[src/rtl/serial_adder_pkg.sv]
// Shared definitions for the bit-serial adder: FSM state encoding and counter sizing.
package serial_adder_pkg;

  typedef enum logic [1:0] {
    IDLE  = 2'd0,
    SHIFT = 2'd1,
    DONE  = 2'd2
  } state_e;

  // Bits needed to count 0..w-1, never less than one.
  function automatic int cnt_width(input int w);
    int r;
    r = 0;
    while ((1 << r) < w) r++;
    return (r < 1) ? 1 : r;
  endfunction

endpackage

[src/rtl/full_adder_bit.sv]
// One-bit full adder built from two half-adder cells and an OR of their carries.
module full_adder_bit (
  input  logic a,
  input  logic b,
  input  logic cin,
  output logic s,
  output logic cout
);

  logic s0, c0, c1;

  half_adder u_ha0 (.a(a),  .b(b),   .s(s0), .c(c0));
  half_adder u_ha1 (.a(s0), .b(cin), .s(s),  .c(c1));

  assign cout = c0 | c1;

endmodule

[src/rtl/half_adder.sv]
// Combinational half-adder cell: s = a ^ b, c = a & b.
module half_adder (
  input  logic a,
  input  logic b,
  output logic s,
  output logic c
);

  assign s = a ^ b;
  assign c = a & b;

endmodule

[src/rtl/serial_adder.sv]
// Bit-serial LSB-first WIDTH-bit adder with start/done handshake.
// Optional subtract mode (sub port, borrow on carry_out) when SERIAL_ADDER_SUB_EN is defined.
module serial_adder
  import serial_adder_pkg::*;
#(
  parameter int WIDTH = 8
) (
  input  logic             sys_clk,
  input  logic             sys_rst,
  input  logic             start,
  input  logic [WIDTH-1:0] op_a,
  input  logic [WIDTH-1:0] op_b,
`ifdef SERIAL_ADDER_SUB_EN
  input  logic             sub,
`endif
  output logic             busy,
  output logic             done,
  output logic [WIDTH-1:0] sum,
  output logic             carry_out
);

  localparam int              CNT_W    = cnt_width(WIDTH);
  localparam logic [CNT_W-1:0] CNT_LAST = CNT_W'(WIDTH - 1);

  state_e             state_q;
  logic [WIDTH-1:0]   a_sh_q, b_sh_q, sh_q, sum_q;
  logic [CNT_W-1:0]   cnt_q;
  logic               c_q, cout_q, busy_q, done_q;
  logic               s_bit, c_next;
  logic [WIDTH-1:0]   sh_d, b_load_d;
  logic               c_load_d, cout_d;

  full_adder_bit u_fa (
    .a   (a_sh_q[0]),
    .b   (b_sh_q[0]),
    .cin (c_q),
    .s   (s_bit),
    .cout(c_next)
  );

  assign sh_d = {s_bit, sh_q[WIDTH-1:1]};

`ifdef SERIAL_ADDER_SUB_EN
  logic sub_q;
  // Two's-complement subtract: invert B and inject the +1 as the initial carry.
  assign b_load_d = sub ? ~op_b : op_b;
  assign c_load_d = sub;
  assign cout_d   = c_next ^ sub_q;

  always_ff @(posedge sys_clk) begin
    if (sys_rst)                      sub_q <= 1'b0;
    else if (state_q == IDLE && start) sub_q <= sub;
  end
`else
  assign b_load_d = op_b;
  assign c_load_d = 1'b0;
  assign cout_d   = c_next;
`endif

  always_ff @(posedge sys_clk) begin
    if (sys_rst) begin
      state_q <= IDLE;
      a_sh_q  <= '0;
      b_sh_q  <= '0;
      sh_q    <= '0;
      sum_q   <= '0;
      cnt_q   <= '0;
      c_q     <= 1'b0;
      cout_q  <= 1'b0;
      busy_q  <= 1'b0;
      done_q  <= 1'b0;
    end else begin
      done_q <= 1'b0;
      case (state_q)
        IDLE: begin
          if (start) begin
            a_sh_q  <= op_a;
            b_sh_q  <= b_load_d;
            c_q     <= c_load_d;
            cnt_q   <= '0;
            sh_q    <= '0;
            busy_q  <= 1'b1;
            state_q <= SHIFT;
          end
        end
        SHIFT: begin
          sh_q   <= sh_d;
          a_sh_q <= {1'b0, a_sh_q[WIDTH-1:1]};
          b_sh_q <= {1'b0, b_sh_q[WIDTH-1:1]};
          c_q    <= c_next;
          // Ports update only here so partial sums never escape.
          if (cnt_q == CNT_LAST) begin
            cnt_q   <= '0;
            sum_q   <= sh_d;
            cout_q  <= cout_d;
            busy_q  <= 1'b0;
            done_q  <= 1'b1;
            state_q <= DONE;
          end else begin
            cnt_q <= cnt_q + 1'b1;
          end
        end
        DONE:    state_q <= IDLE;
        default: state_q <= IDLE;
      endcase
    end
  end

  assign busy      = busy_q;
  assign done      = done_q;
  assign sum       = sum_q;
  assign carry_out = cout_q;

endmodule

[config.mk]
export PLATFORM = sky130hd
export DESIGN_NAME = serial_adder
export DESIGN_NICKNAME = d
export VERILOG_FILES = /design/src/rtl/serial_adder_pkg.sv /design/src/rtl/full_adder_bit.sv /design/src/rtl/half_adder.sv /design/src/rtl/serial_adder.sv
export SDC_FILE = /design/constraint.sdc
export NUM_CORES = 1
export LEC_CHECK = 0
export BUFFER_PORTS_ARGS = -buffer_cell sky130_fd_sc_hd__buf_4
export CORE_MARGIN = 5
export CORE_UTILIZATION = 45
export CTS_BUF_LIST = sky130_fd_sc_hd__clkbuf_2 sky130_fd_sc_hd__clkbuf_4 sky130_fd_sc_hd__clkbuf_8
export CTS_CLUSTER_DIAMETER = 100
export DETAILED_ROUTE_END_ITERATION = 8
export GPL_ROUTABILITY_DRIVEN = 0
export PLACE_DENSITY = 0.64
export SYNTH_ARGS = -nofsm -noshare
export SYNTH_HDL_FRONTEND = slang
export SYNTH_HIERARCHICAL = 1
export SYNTH_SLANG_ARGS = --single-unit
[constraint.sdc]
create_clock -name sys_clk -period 1.6 [get_ports sys_clk]
set_input_delay 0.16 -clock sys_clk [delete_from_list [all_inputs] [get_ports sys_clk]]
set_output_delay 0.16 -clock sys_clk [all_outputs]
set_load 0.1 [all_outputs]
Word level (Yosys, flattened, before mapping):

Index checks and enable logic that the tools add are counted.

* register bits after elaboration: 41
* output and inout bits: 11

* muxes and demuxes: 18
* bitwise operators: 6
* add/sub/neg operators: 1
* eq/ne operators: 4
* reduce and logical (&&, ||, !) cells: 7

Operators by type and width (number)
* one-hot mux 8 bit (2 select lines): 3
* two-way mux 8 bit: 3
* two-way mux 3 bit: 2
* one-hot mux 3 bit (2 select lines): 1
* AND reduction 2 bit: 3
* two-way mux 1 bit: 4
* two-way mux 2 bit: 2
* inequality test 2 bit, second input constant: 2
* one-hot mux 1 bit (2 select lines): 2
* one-hot mux 2 bit (2 select lines): 1
* adder 3 x 1 -> 3 bit, second input constant: 1
* == test 3 bit, second input constant: 1
* AND reduction 3 bit: 1
* AND 1 bit: 2
* == test 2 x 1 -> 1 bit, second input constant: 1
* zero test 2 bit: 1
* nonzero test 2 bit: 1
* OR reduction 2 bit: 1
* XOR 1 bit: 2
* inverter 1 bit: 1
* bitwise OR 1 bit: 1

Logic depth before layout (Yosys ltp):

Gate-level depths: netlist (run 1).

* depth in word-level cells: 4
* gate-level depth with buffers: 6
* depth with buffers taken out: 5

Hierarchy:

Netlist (run 1), hierarchy kept.

Modules (own cells, without submodules)
* serial_adder: area an instance 1665.3 µm², cells an instance 166, instances 1
* half_adder: area an instance 12.5 µm², cells an instance 1, instances 2
* full_adder_bit: area an instance 6.3 µm², cells an instance 1, instances 1

Least setup slack after synthesis (run 1):

No wires, ideal clock.

* kind: reg-to-reg
* from: reg, netlist name busy
* to: reg busy_q, in the netlist busy
* path buffers: 0
* stages on the path, launching flop included: 3
* arrival time: 1.365 ns
* setup slack: 0.132 ns
* required time: 1.497 ns
* library setup time: 0.103 ns
* cells stage by stage: dfxtp_1 -> inv_1 -> a2111oi_2

RTL lines
* end signal, assigned: RTL line serial_adder.sv:70 `busy_q <= 1'b0;`
* end signal, assigned: RTL line serial_adder.sv:82 `busy_q <= 1'b1;`
* end signal, assigned: RTL line serial_adder.sv:96 `busy_q <= 1'b0;`
* end, declared: RTL line serial_adder.sv:28 `logic c_q, cout_q, busy_q, done_q;`

Final worst setup path (run 1):

* from: reg cnt_q[0]
* to: reg busy_q, in the netlist busy

* longest elaborated chain between the ends: 3

RTL lines
* start, declared: RTL line serial_adder.sv:27 `logic [CNT_W-1:0] cnt_q;`
* start signal, assigned: RTL line serial_adder.sv:100 `cnt_q <= cnt_q + 1'b1;`
* == test 3 bit: RTL line serial_adder.sv:92 `if (cnt_q == CNT_LAST) begin`
* inequality test 2 bit (no line)
* AND reduction 3 bit (no line)

Every way passes these cells.
A chain may end at the register's enable or synchronous reset.

==> flow_summary.yaml, run 1 <==
status:
  outcome: "finished clean"
global_routing:
  grt_max_degree: 41
  track_usage_pct: 13.0
  antenna_found_initial: 0
  overflow: 0
  grt_pass1_vias: 1230
  grt_pass1_wl_mm: 5.19
worst_hold_path:
  hold_end: "b_sh_q[7]"
  whs_path_depth: 3
  hold_path_startpoint: "op_b[7]"
  min_path_type: "primary input to register"
timing:
  clock_skew_ps: 6.84
  max_slew_margin_pct: 62.8
  maxSlewViolCount: 0
  fmax_mhz: 703
  setup_tns_ps: 0
  worst_pin_slew_ps: 558
  rsz0062_at_grt: "no"
  hold_viol_final: 0
  setup_viol: 0
  fin_crit_sh_pct: 89.0
  period_needed_ps: 1420
synth:
  netlist_instances: 169
  synth_cell_types: 24
  async_flop_share_pct: 0
  synth_top_cell_area_share_pct: 47.2
  ys_seq_area_share_pct: 47.2
  synth-edff-count: 0
  synth_top_area_cell: "dfxtp_1"
  ys_ff_latch: 40
  ys.flop_type: "dfxtp_1"
  syn_area_per_cell_um2: 10.0
  yosys_warnings: 6
  synth_area_leaders: "dfxtp_1 47%, mux2i_1 8.8%, a211oi_2 7.4%"
  synth.cell_area_mm2: 0.00170
  syn_nets: 193
floorplanning:
  die_area_mm2: 0.00510
  core-area_mm2: 0.00366
  fp.dieH_um: 71.4
  initial_utilization_pct: 46.3
  rows: 22
  pin_count: 30
  die_x_um: 71.4
power_and_ir_drop:
  netSwitchingFraction_pct: 24.7
  vdd_drop_max_mv: 0.388
  clock_power_share_pct: 32.8
  powerDensity_mw_per_mm2: 972
  seqPwrFrac_pct: 55.0
  p_leak_nw: 0.808
  internal_power_mw: 1.46
  switchingPower_mw: 0.479
  combPwrFrac_pct: 12.2
clock_tree:
  post_cts_buffers: 0
  cts-root-buf: "clkbuf_8"
  ctsHoldBuffers: 0
  clock-sinks: 40
  clk_pin_slew_ps: 70
  cts_tree: "built"
  cts_inserted_buffers: 5
  clockBufferDepth: 2
  cts_resized: 0
  insertion_delay_ps: 290
  htreeDepth: 2
cells_and_area:
  post-route-util_pct: 54.5
  drive_above_1_share_pct: 28.7
  antennaDiodeCount: 0
  area_growth_pct: 17.6
  fin_nets: 219
routing:
  first_pass_iters: 4
  ant_nets: 0
  drt-initial-drc-count: 63
  routed_wl_mm: 3.07
  vias_per_cell: 5.11
  wl_per_cell_um: 12.6
  drcViolationCount: 0
  route.vias.total: 1241
critical_path:
  cp-end-kind: "register"
  r2r_slack_ps: 180
  path_cells: "ha_1, ha_1, and3b_1, a2111oi_2"
  max_stage_delay_ps: 330
  r2r_cells: 4
  startpoint_type: "register"
  cp.arrival_ps: 1620
  reg2reg_from: "cnt_q[0]"
  reg2reg_to: "busy"
  path_max_fanout: 10
  path_common_cell: "ha_1"
  crit_buf_inv: 0
  cp_slowest_cell: "dfxtp_1"
  worstPathRequired_ps: 1790
  crit_type: "register to register"
  crit_family: "adder cells"
placement:
  hpwl_mm: 2.13
  portBuffers: 29
run:
  cap_violations: 0
-- worst register-to-register path: cells and delay by family, from the launching register on --
kind,cells,cell delay [ps]
AND/OR/NAND/NOR,1,300
adder cells (fa/ha/maj),2,410
flip-flops,1,330
AO/OA/AOI/OAI,1,290
-- cells in the mapped netlist (all sizes together), types with 2 or more instances --
cell type / instances
dfxtp: 40
nor2: 28
nand2: 18
mux2i: 15
a211oi: 14
a22oi: 13
a21oi: 10
buf: 10
ha: 5
inv: 3
nor3b: 3
clkbuf: 2
-- power by group through the flow --
| stage | combinational (mW) | sequential, mW | clock [mW] |
|---|---|---|---|
| after floorplan | 0.175 | 1.10 | 0 |
| after global placement | 0.230 | 1.09 | 0 |
| after detailed placement | 0.240 | 1.09 | 0 |
| after CTS | 0.240 | 1.07 | 0.668 |
| after global routing | 0.263 | 1.07 | 0.710 |
| final | 0.237 | 1.07 | 0.637 |
-- final cells by class --
cell class | count | area [µm²]
clock buffers | 6 | 76.3
well taps | 48 | 60.1
clock inverters | 1 | 5.00
flip-flops and latches | 40 | 801
repair buffers | 31 | 245
inverters | 3 | 11.3
fillers | 344 | 1670
multi-input cells | 114 | 797
-- per-stage QoR --
stage | hold slack [ps] | setup WS, ps | cells | area, µm² | power, mW
6_report | 111 | 177 | 243 | 2000 | 1.94
4_1_cts | 101 | 175 | 243 | 2000 | 1.98
3_3_place_gp | 393 | 225 | 236 | 1910 | 1.32
3_5_place_dp | 406 | 194 | 236 | 1910 | 1.33
2_1_floorplan | 240 | 132 | 169 | 1700 | 1.27
5_1_grt | 115 | 68.1 | 243 | 2000 | 2.04
-- sequential cells by signal, indices dropped and copies added, names as in the netlist --
name / cells
c_q: 1
cnt_q: 3
a_sh_q: 8
sh_q: 7
busy: 1
carry_out: 1
b_sh_q: 8
sum: 8
done: 1
state_q: 2
-- worst max path at each step --
stage / startpoint / to / slack (ps) / cells past startpoint
finish: cnt_q[0] / busy / 180 / 4
floorplan: busy / busy / 130 / 2
detailed placement: cnt_q[0] / busy / 190 / 4
global placement: cnt_q[0] / busy / 230 / 4
global route: cnt_q[0] / sum[2] / 70 / 5
CTS: cnt_q[0] / busy / 180 / 4
-- logic make-up (layout without fill, tap and decap cells) --
family	after synthesis	count (layout)	synth area share [%]
compound gates	40	40	20.0
fa+ha+maj	5	5	3.69
buf+inv	15	41	5.83
flops	40	40	47.2
mux	15	15	8.85
simple gates	54	54	14.5
-- cells in the final DEF (no fill, tap or decap) --
| cell | Yosys | final |
|---|---|---|
| a2111oi_2 | 1 | 1 |
| a211oi_1 | 4 | 4 |
| a211oi_2 | 10 | 10 |
| a21oi_1 | 10 | 10 |
| a22oi_1 | 13 | 13 |
| and2b_1 | 1 | 1 |
| and3b_1 | 1 | 1 |
| buf_12 | 0 | 1 |
| buf_4 | 0 | 30 |
| clkbuf_4 | 0 | 1 |
| clkbuf_8 | 0 | 5 |
| clkinv_2 | 0 | 1 |
| dfxtp_1 | 40 | 40 |
| ha_1 | 5 | 5 |
| inv_1 | 3 | 3 |
| mux2i_1 | 15 | 15 |
| nand2_1 | 18 | 18 |
| nand3b_1 | 1 | 1 |
| nor2_1 | 22 | 22 |
| nor2_2 | 6 | 6 |
| nor3_1 | 1 | 1 |
| nor3b_1 | 3 | 3 |
| o21ba_1 | 1 | 1 |
| o21bai_2 | 1 | 1 |
| or2_1 | 1 | 1 |
-- routing by layer --
| metal | vias to the layer above | track usage (%) | wire, µm |
|---|---|---|---|
| met5 | - | 0 | 0 |
| met4 | 0 | 7.72 | 67 |
| met3 | 7 | 4.77 | 158 |
| met2 | 20 | 21.3 | 1470 |
| met1 | 575 | 14.3 | 1370 |
| li1 | 639 | - | - |
Power figures use the tool's default switching activity.
==> inputs of run 2 (changes only) <==
Settings changed: BUFFER_PORTS_ARGS -buffer_cell sky130_fd_sc_hd__buf_4 to default, DONT_BUFFER_PORTS from default to 1, PLACE_DENSITY 0.64 to 0.58.
==> run 2 against run 1 <==
Net effect:
- sequential share of layout area is 1.8 points higher
- power rose by 2.3%
- worst setup slack improved by 9.6 ps
- maximum frequency up 0.68%
- clock skew decreased by 1.3 ps
- via count down 3.5%
- critical path type unchanged
- largest power group unchanged
==> flow_summary.yaml, run 2 (synthesis results as in run 1) <==
status:
  outcome: "finished clean"
timing:
  period_needed_ps: 1410
  clock_skew_ps: 5.56
  max_slew_margin_pct: 64.1
  rsz0062_at_grt: "no"
  whs_ps: 32.3
  hold_viol_final: 0
  fin_crit_sh_pct: 88.4
  setup_viol: 0
  maxSlewViolCount: 0
  fmax_mhz: 707
  setup_tns_ps: 0
  finalWorstSetupSlack_ps: 186
  worst_pin_slew_ps: 538
cells_and_area:
  drive_above_1_share_pct: 22.3
  post-route-util_pct: 52.2
  mostFrequentLayoutCell: "dfxtp_1"
  fin_nets: 202
  area_growth_pct: 12.5
  fin_area_mm2: 0.00191
  mostFrequentLayoutCells: "40 x dfxtp_1, 22 x nor2_1, 18 x nand2_1"
  finalNonFillerCells: 227
  antennaDiodeCount: 0
floorplanning:
  rows: 22
  initial_utilization_pct: 46.3
  die_area_mm2: 0.00510
  fp.dieH_um: 71.4
  core-area_mm2: 0.00366
  pin_count: 30
  die_x_um: 71.4
placement:
  portBuffers: 0
  hpwl_mm: 2.15
  dp.cells: 218
  pre_cts_ws_ps: 197
  placed_area_mm2: 0.00179
run:
  cap_violations: 0
clock_tree:
  cts_tree: "built"
  clockBufferDepth: 2
  cts_resized: 0
  cts_inserted_buffers: 5
  insertion_delay_ps: 290
  cts-root-buf: "clkbuf_8"
  htreeDepth: 2
  clock-sinks: 40
  clk_pin_slew_ps: 70
global_routing:
  overflow: 0
  grt_max_degree: 41
  grt_pass1_vias: 1199
  track_usage_pct: 13.0
  grt_pass1_wl_mm: 5.26
  antenna_found_initial: 0
routing:
  vias_per_cell: 5.28
  first_pass_iters: 4
  routed_wl_mm: 3.07
  drcViolationCount: 0
  wl_per_cell_um: 13.5
  ant_nets: 0
  drt-initial-drc-count: 62
  route.vias.total: 1198
critical_path:
  crit_type: "register to register"
  cp-end-kind: "register"
  cp.arrival_ps: 1600
  worstPathRequired_ps: 1790
  path_max_fanout: 10
  startpoint_type: "register"
  r2r_slack_ps: 190
power_and_ir_drop:
  switchingPower_mw: 0.470
  combPwrFrac_pct: 10.7
  internal_power_mw: 1.52
  total_power_mw: 1.99
  p_leak_nw: 0.743
  powerDensity_mw_per_mm2: 1040
  vdd_drop_max_mv: 0.493
  netSwitchingFraction_pct: 23.7
  clock_power_share_pct: 35.6
  seqPwrFrac_pct: 53.7
worst_hold_path:
  min_path_type: "primary input to register"
==> run 2: area by class of cell <==
class	instances	area, µm²
Fill cell	329	1750
Inverter	3	11.3
Sequential cell	40	801
Multi-Input combinational cell	114	797
Clock buffer	8	97.6
Timing Repair Buffer	14	143
Tap cell	48	60.1
==> run 2: what timing repair did <==
item                                   4_1_cts  5_1_grt
hold buffers                                 1        0
buffers inserted                             0        0
endpoints found under the hold margin       40        0
==> run 2: metal layers <==
metal	vias to the layer above	GRT usage [%]	wire, µm
met4	0	5.64	61
met3	6	5.75	191
met1	560	13.7	1300
li1	610	-	-
met5	-	0	0
met2	22	22.1	1520
==> run 2: final timing paths <==
path / start / depth (start not counted) / endpoint
setup / recovery: cnt_q[0] / 4 / busy
hold / removal: op_b[7] / 2 / b_sh_q[7]
setup reg to reg: cnt_q[0] / 4 / busy
hold reg to reg: sum[0] / 2 / sum[0]
==> run 2: power groups by stage <==
stage                     Sequential, mW  Clock, mW  Combinational [mW]
final                               1.07      0.706               0.212
after global routing                1.07      0.759               0.236
after CTS                           1.07      0.725               0.215
after detailed placement            1.09          0               0.192
after global placement              1.09          0               0.185
after floorplan                     1.10          0               0.175
==> run 2: critical path: stages (launching register included) <==
cell       delay [ps]
dfxtp_1           330
ha_1              220
ha_1              190
and3b_1           290
a2111oi_2         290
